[src/rtl/cdc_tx_arbiter.sv]
// cdc_tx_arbiter: sender side of a 4-phase req/ack CDC channel.
// Round-robin arbitration of NUM_REQ local requesters onto one channel.
// The payload is held on data_out for the whole handshake.
// ack_in is synchronized locally, and the FSM only ever looks at the synchronized copy.
module cdc_tx_arbiter #(
  parameter int NUM_REQ     = 4,
  parameter int DATA_W      = 8,
  parameter int SYNC_STAGES = 2,
  parameter int TIMEOUT     = 255,
  localparam int IDW        = $clog2(NUM_REQ),
  localparam int CW         = $clog2(TIMEOUT + 1)
) (
  input  logic                      clk_s,
  input  logic                      reset_s,
  input  logic [NUM_REQ-1:0]        src_req,
  input  logic [NUM_REQ*DATA_W-1:0] src_data,
  output logic [NUM_REQ-1:0]        src_grant,
  output logic [NUM_REQ-1:0]        src_done,
  output logic                      req_out,
  output logic [DATA_W-1:0]         data_out,
  input  logic                      ack_in,
  output logic [IDW-1:0]            grant_id,
  output logic                      busy,
  output logic                      err_timeout
);

  typedef enum logic [1:0] {IDLE, LOAD, WAIT_ACK, WAIT_NACK} state_t;

  state_t                   r_state;
  logic [SYNC_STAGES-1:0]   r_ack_sync;
  logic [IDW-1:0]           r_ptr;
  logic [IDW-1:0]           r_grant_id;
  logic [NUM_REQ-1:0]       r_src_grant;
  logic [NUM_REQ-1:0]       r_src_done;
  logic                     r_req_out;
  logic [DATA_W-1:0]        r_data_out;
  logic                     r_busy;
  logic                     r_err;
  logic [CW-1:0]            r_cnt;

  logic                     w_ack_sync;
  logic [IDW-1:0]           w_win;
  logic                     w_found;
  logic [CW-1:0]            w_cnt_inc;

  // Index that is k steps above p, wrapping at NUM_REQ.
  function automatic logic [IDW-1:0] rr_idx(input logic [IDW-1:0] p, input int k);
    int s;
    s = int'(p) + k;
    if (s >= NUM_REQ) s = s - NUM_REQ;
    return IDW'(s);
  endfunction

  assign w_ack_sync  = r_ack_sync[SYNC_STAGES-1];
  assign w_cnt_inc   = (r_cnt == CW'(TIMEOUT)) ? r_cnt : r_cnt + 1'b1;

  assign src_grant   = r_src_grant;
  assign src_done    = r_src_done;
  assign req_out     = r_req_out;
  assign data_out    = r_data_out;
  assign grant_id    = r_grant_id;
  assign busy        = r_busy;
  assign err_timeout = r_err;

  // ack_in crosses into clk_s through a plain flop chain.
  always_ff @(posedge clk_s or negedge reset_s) begin
    if (!reset_s) r_ack_sync <= '0;
    else          r_ack_sync <= {r_ack_sync[SYNC_STAGES-2:0], ack_in};
  end

  // The winner is the first requester above the pointer, wrapping around.
  // The loop runs from the far end down, so the nearest match is the last assignment and wins.
  always_comb begin
    w_win   = '0;
    w_found = 1'b0;
    for (int k = NUM_REQ; k >= 1; k--) begin
      if (src_req[rr_idx(r_ptr, k)]) begin
        w_win   = rr_idx(r_ptr, k);
        w_found = 1'b1;
      end
    end
  end

  // Handshake FSM with all outputs registered.
  // The timeout counter restarts on each wait state entry and saturates at TIMEOUT.
  always_ff @(posedge clk_s or negedge reset_s) begin
    if (!reset_s) begin
      r_state     <= IDLE;
      r_ptr       <= IDW'(NUM_REQ - 1);
      r_grant_id  <= '0;
      r_src_grant <= '0;
      r_src_done  <= '0;
      r_req_out   <= 1'b0;
      r_data_out  <= '0;
      r_busy      <= 1'b0;
      r_err       <= 1'b0;
      r_cnt       <= '0;
    end else begin
      r_src_grant <= '0;
      r_src_done  <= '0;
      case (r_state)
        IDLE: begin
          // A stale ack from the previous transfer blocks new grants.
          if (w_found && !w_ack_sync) begin
            r_data_out  <= src_data[int'(w_win)*DATA_W +: DATA_W];
            r_grant_id  <= w_win;
            r_src_grant <= NUM_REQ'(1) << w_win;
            r_busy      <= 1'b1;
            r_state     <= LOAD;
          end
        end
        LOAD: begin
          r_req_out <= 1'b1;
          r_cnt     <= '0;
          r_state   <= WAIT_ACK;
        end
        WAIT_ACK: begin
          if (w_ack_sync) begin
            r_req_out <= 1'b0;
            r_cnt     <= '0;
            r_state   <= WAIT_NACK;
          end else begin
            r_cnt <= w_cnt_inc;
            if (w_cnt_inc == CW'(TIMEOUT)) r_err <= 1'b1;
          end
        end
        WAIT_NACK: begin
          if (!w_ack_sync) begin
            r_src_done <= NUM_REQ'(1) << r_grant_id;
            r_ptr      <= r_grant_id;
            r_busy     <= 1'b0;
            r_state    <= IDLE;
          end else begin
            r_cnt <= w_cnt_inc;
            if (w_cnt_inc == CW'(TIMEOUT)) r_err <= 1'b1;
          end
        end
        default: r_state <= IDLE;
      endcase
    end
  end

endmodule
[config.mk]
export PLATFORM = sky130hd
export DESIGN_NAME = cdc_tx_arbiter
export DESIGN_NICKNAME = d
export VERILOG_FILES = /design/src/rtl/cdc_tx_arbiter.sv
export SDC_FILE = /design/constraint.sdc
export NUM_CORES = 1
export LEC_CHECK = 0
export CAP_MARGIN = 30
export CORE_AREA = 2 2 92 50
export CTS_BUF_LIST = sky130_fd_sc_hd__clkbuf_4 sky130_fd_sc_hd__clkbuf_8
export DETAILED_ROUTE_END_ITERATION = 8
export DIE_AREA = 0 0 94 52
export DONT_BUFFER_PORTS = 1
export HOLD_SLACK_MARGIN = 0.02
export PLACE_DENSITY = 0.66
export SLEW_MARGIN = 20
export SYNTH_ARGS = -nofsm -noshare
export SYNTH_HDL_FRONTEND = slang
export SYNTH_SLANG_ARGS = --single-unit
[constraint.sdc]
create_clock -name clk_s -period 2.1 [get_ports clk_s]
set_clock_uncertainty 0.2 [all_clocks]
set_input_delay 0.63 -clock clk_s [delete_from_list [all_inputs] [get_ports clk_s]]
set_output_delay 0.63 -clock clk_s [all_outputs]
set_load 0.02 [all_outputs]
==> flow_summary_export.csv <==
group,metric,value,unit
outcome,run_status,"complete, no violations",
grt,grt_pass1_vias,1528,
synthesis,synth.avg_cell_area,9.52,sq um
place,placed_cells,263,
setup_path,r2r_cells,6,
synthesis,seq_area_frac_synth,0.448,
place,gp_congestion,0.886,
clock_network,cts-root-buf,"clkbuf_8",
die,io_pins,60,
final_layout,mostFrequentLayoutCell,"dfrtp_1",
timing,fin_crit_sh,0.958,
clock_network,clock_latency,0.29,ns
synthesis,yosysWarnings,0,
final_layout,fin_area,2270,sq um
place,dp_slack,-0.0181,ns
timing,drv_slew,0,
place,port_buffers,0,
place,hpwl,3.58,mm
clock_network,htreeDepth,2,
grt,antenna_found_initial,0,
final_layout,multi_input_area,1010,sq um
power,ir_drop,0.637,mV
setup_path,worst_ep_arrival_time,1.98,ns
route,ant_nets,0,
timing,setup_viol,0,
setup_path,cp-endpoint,"data_out[4]$_DFFE_PN0P_",
synthesis,ys_async_sr_fraction,1.00,
setup_path,required,2.07,ns
grt,grt_pass1_wl,7.82,mm
synthesis,yosys-top-cells-area,"dfrtp_1 42%, a211oi_1 6.1%, mux2i_1 4.1%",
hold_path,hp-class,"reg2reg",
setup_path,start_kind,"flop",
power,leakage,0.000993,uW
final_layout,fill_cells,368,
timing,post-route-min-period,2.01,ns
setup_path,r2r_end,"data_out[4]$_DFFE_PN0P_",
setup_path,path_class,"reg2reg",
route,vias_per_cell,5.90,
power,powerDensity,1300,nW/um^2
clock_network,clock_path_buffers,2,
synthesis,synthDistinctLibCells,47,
setup_path,reg2reg_from,"r_ptr[0]$_DFFE_PN1P_",
setup_path,r2r_slack,0.09,ns
die,die_h,52,microns
timing,relSlewSlack,0.656,
final_layout,drive_gt1_frac,0.192,
synthesis,synth-edff-count,0,
die,initial_core_util,0.473,
synthesis,netlist_area,1960,sq um
final_layout,regArea,880,sq um
flow_run,drv_cap,0,
synthesis,synth_cells,206,
clock_network,clk_pin_slew,0.07,ns
synthesis,synth_fp_nets,251,
grt,grt_usage,0.211,
place,dpl_cell_area,2080,sq um
final_layout,final_nets,263,
route,vias,1629,
setup_path,crit_fanout,21,
final_layout,diodes,0,
route,wl_per_cell,17.6,microns
clock_network,numCtsBuffers,5,
timing,setup_tns,0,ns
setup_path,cp-startpoint,"r_ptr[0]$_DFFE_PN1P_",
grt,grt_max_degree,36,
route,first_pass_iters,4,
die,row_count,17,
die,die_area,4890,sq um
timing,whs,0.161,ns
synthesis,synth_top_area_cell,"dfrtp_1",
grt,overflow,0,
final_layout,final-instance-count-excl-fill,276,
timing,worst_slew_pin_slew,0.514,ns
synthesis,ys.flop_type,"dfrtp_1",
route,drc,0,
final_layout,layout_common_cells,"32 x dfrtp_1, 20 x nor2_1, 17 x nand2_1, 13 x inv_1, 12 x a21oi_1",
die,die_w,94,microns
timing,fin_ws,0.0872,ns
die,coreArea,4150,sq um
final_layout,area_growth,16.0,%
clock_network,cts.sinks,35,
synthesis,ys_seq_elements,35,
clock_network,cts_tree,"built",
setup_path,cp-end-kind,"flop",
timing,max_freq,497,MHz
synthesis,synth_top_area_frac,0.421,
timing,hold_viol,0,
route,drt_wl_total,4.85,mm
route,drt_iter0_drc,137,
-- sequential cells by signal (all words and copies together) (netlist names), 2 cells and up --
name / cells
src_done: 4
data_out: 8
grant_id: 2
src_grant: 4
r_cnt: 8
r_state: 2
r_ack_sync: 2
r_ptr: 2
-- worst max-delay path, cell delays in order, from the launching register on --
cell and delay [ns]:
dfstp_2 0.58, nor2b_4 0.06, o21ai_4 0.26, and3_1 0.25
buf_12 0.18, mux2i_1 0.25, a211oi_2 0.10
-- final cells by class --
class                   instances  area share
flip-flops and latches         35       0.387
multi-input cells             147       0.442
clock buffers                   5      0.0303
well taps                      57      0.0314
repair buffers                 15      0.0671
clock inverters                 3      0.0193
inverters                      14      0.0231
-- Yosys cell counts, types with 3 or more instances --
master    instances
and3_1            6
nand2b_1          3
a211oi_1         16
o21ai_0           8
nor2_1           20
nor2b_1           5
dfrtp_1          33
o22ai_1           4
a41oi_1           3
inv_1            14
a21oi_1          12
ha_1              6
a31oi_1           9
mux2i_1           8
nand2_1          17
and2_1            4
buf_2             3
-- metal layers --
metal	vias up	GRT usage	share of wire
met1	790	0.314	0.49
met4	0	0.0676	0.010
met2	61	0.285	0.42
li1	772	-	-
met3	6	0.0681	0.079
met5	-	0	0
-- worst min-delay path by stage --
stage,start,to,cells past startpoint
floorplan,reset_s,busy$_DFFE_PN0P_,0
global placement,reset_s,req_out$_DFFE_PN0P_,0
detailed placement,reset_s,req_out$_DFFE_PN0P_,0
CTS,ack_in,r_ack_sync[0]$_DFF_PN0_,0
global route,ack_in,r_ack_sync[0]$_DFF_PN0_,0
finish,r_ack_sync[0]$_DFF_PN0_,r_ack_sync[1]$_DFF_PN0_,0
-- through the flow --
step           utilization  power (uW)
2_1_floorplan            -        1980
3_5_place_dp         0.502        2260
5_1_grt              0.548        3170
6_report             0.548        2970
4_1_cts              0.536        2900
3_3_place_gp         0.502        2210
-- power breakdown --
part | switching, uW | internal, uW
clock network | 258 | 353
logic | 635 | 503
registers | 343 | 873
-- cells by family after synthesis --
kind of cell	share of synthesized area
AO/OA/AOI/OAI	0.235
AND/OR/NAND/NOR	0.172
flip-flops	0.448
buffers and inverters	0.0657
multiplexers	0.0408
adder cells (fa/ha/maj)	0.0383
-- timing repair --
item	CTS	global route
hold buffers	2	0
endpoints found under the setup margin	0	17
buffers inserted	0	3
gates resized for setup	0	8
endpoints found under the hold margin	35	0
No activity file was read; power rests on OpenSTA's default activity.
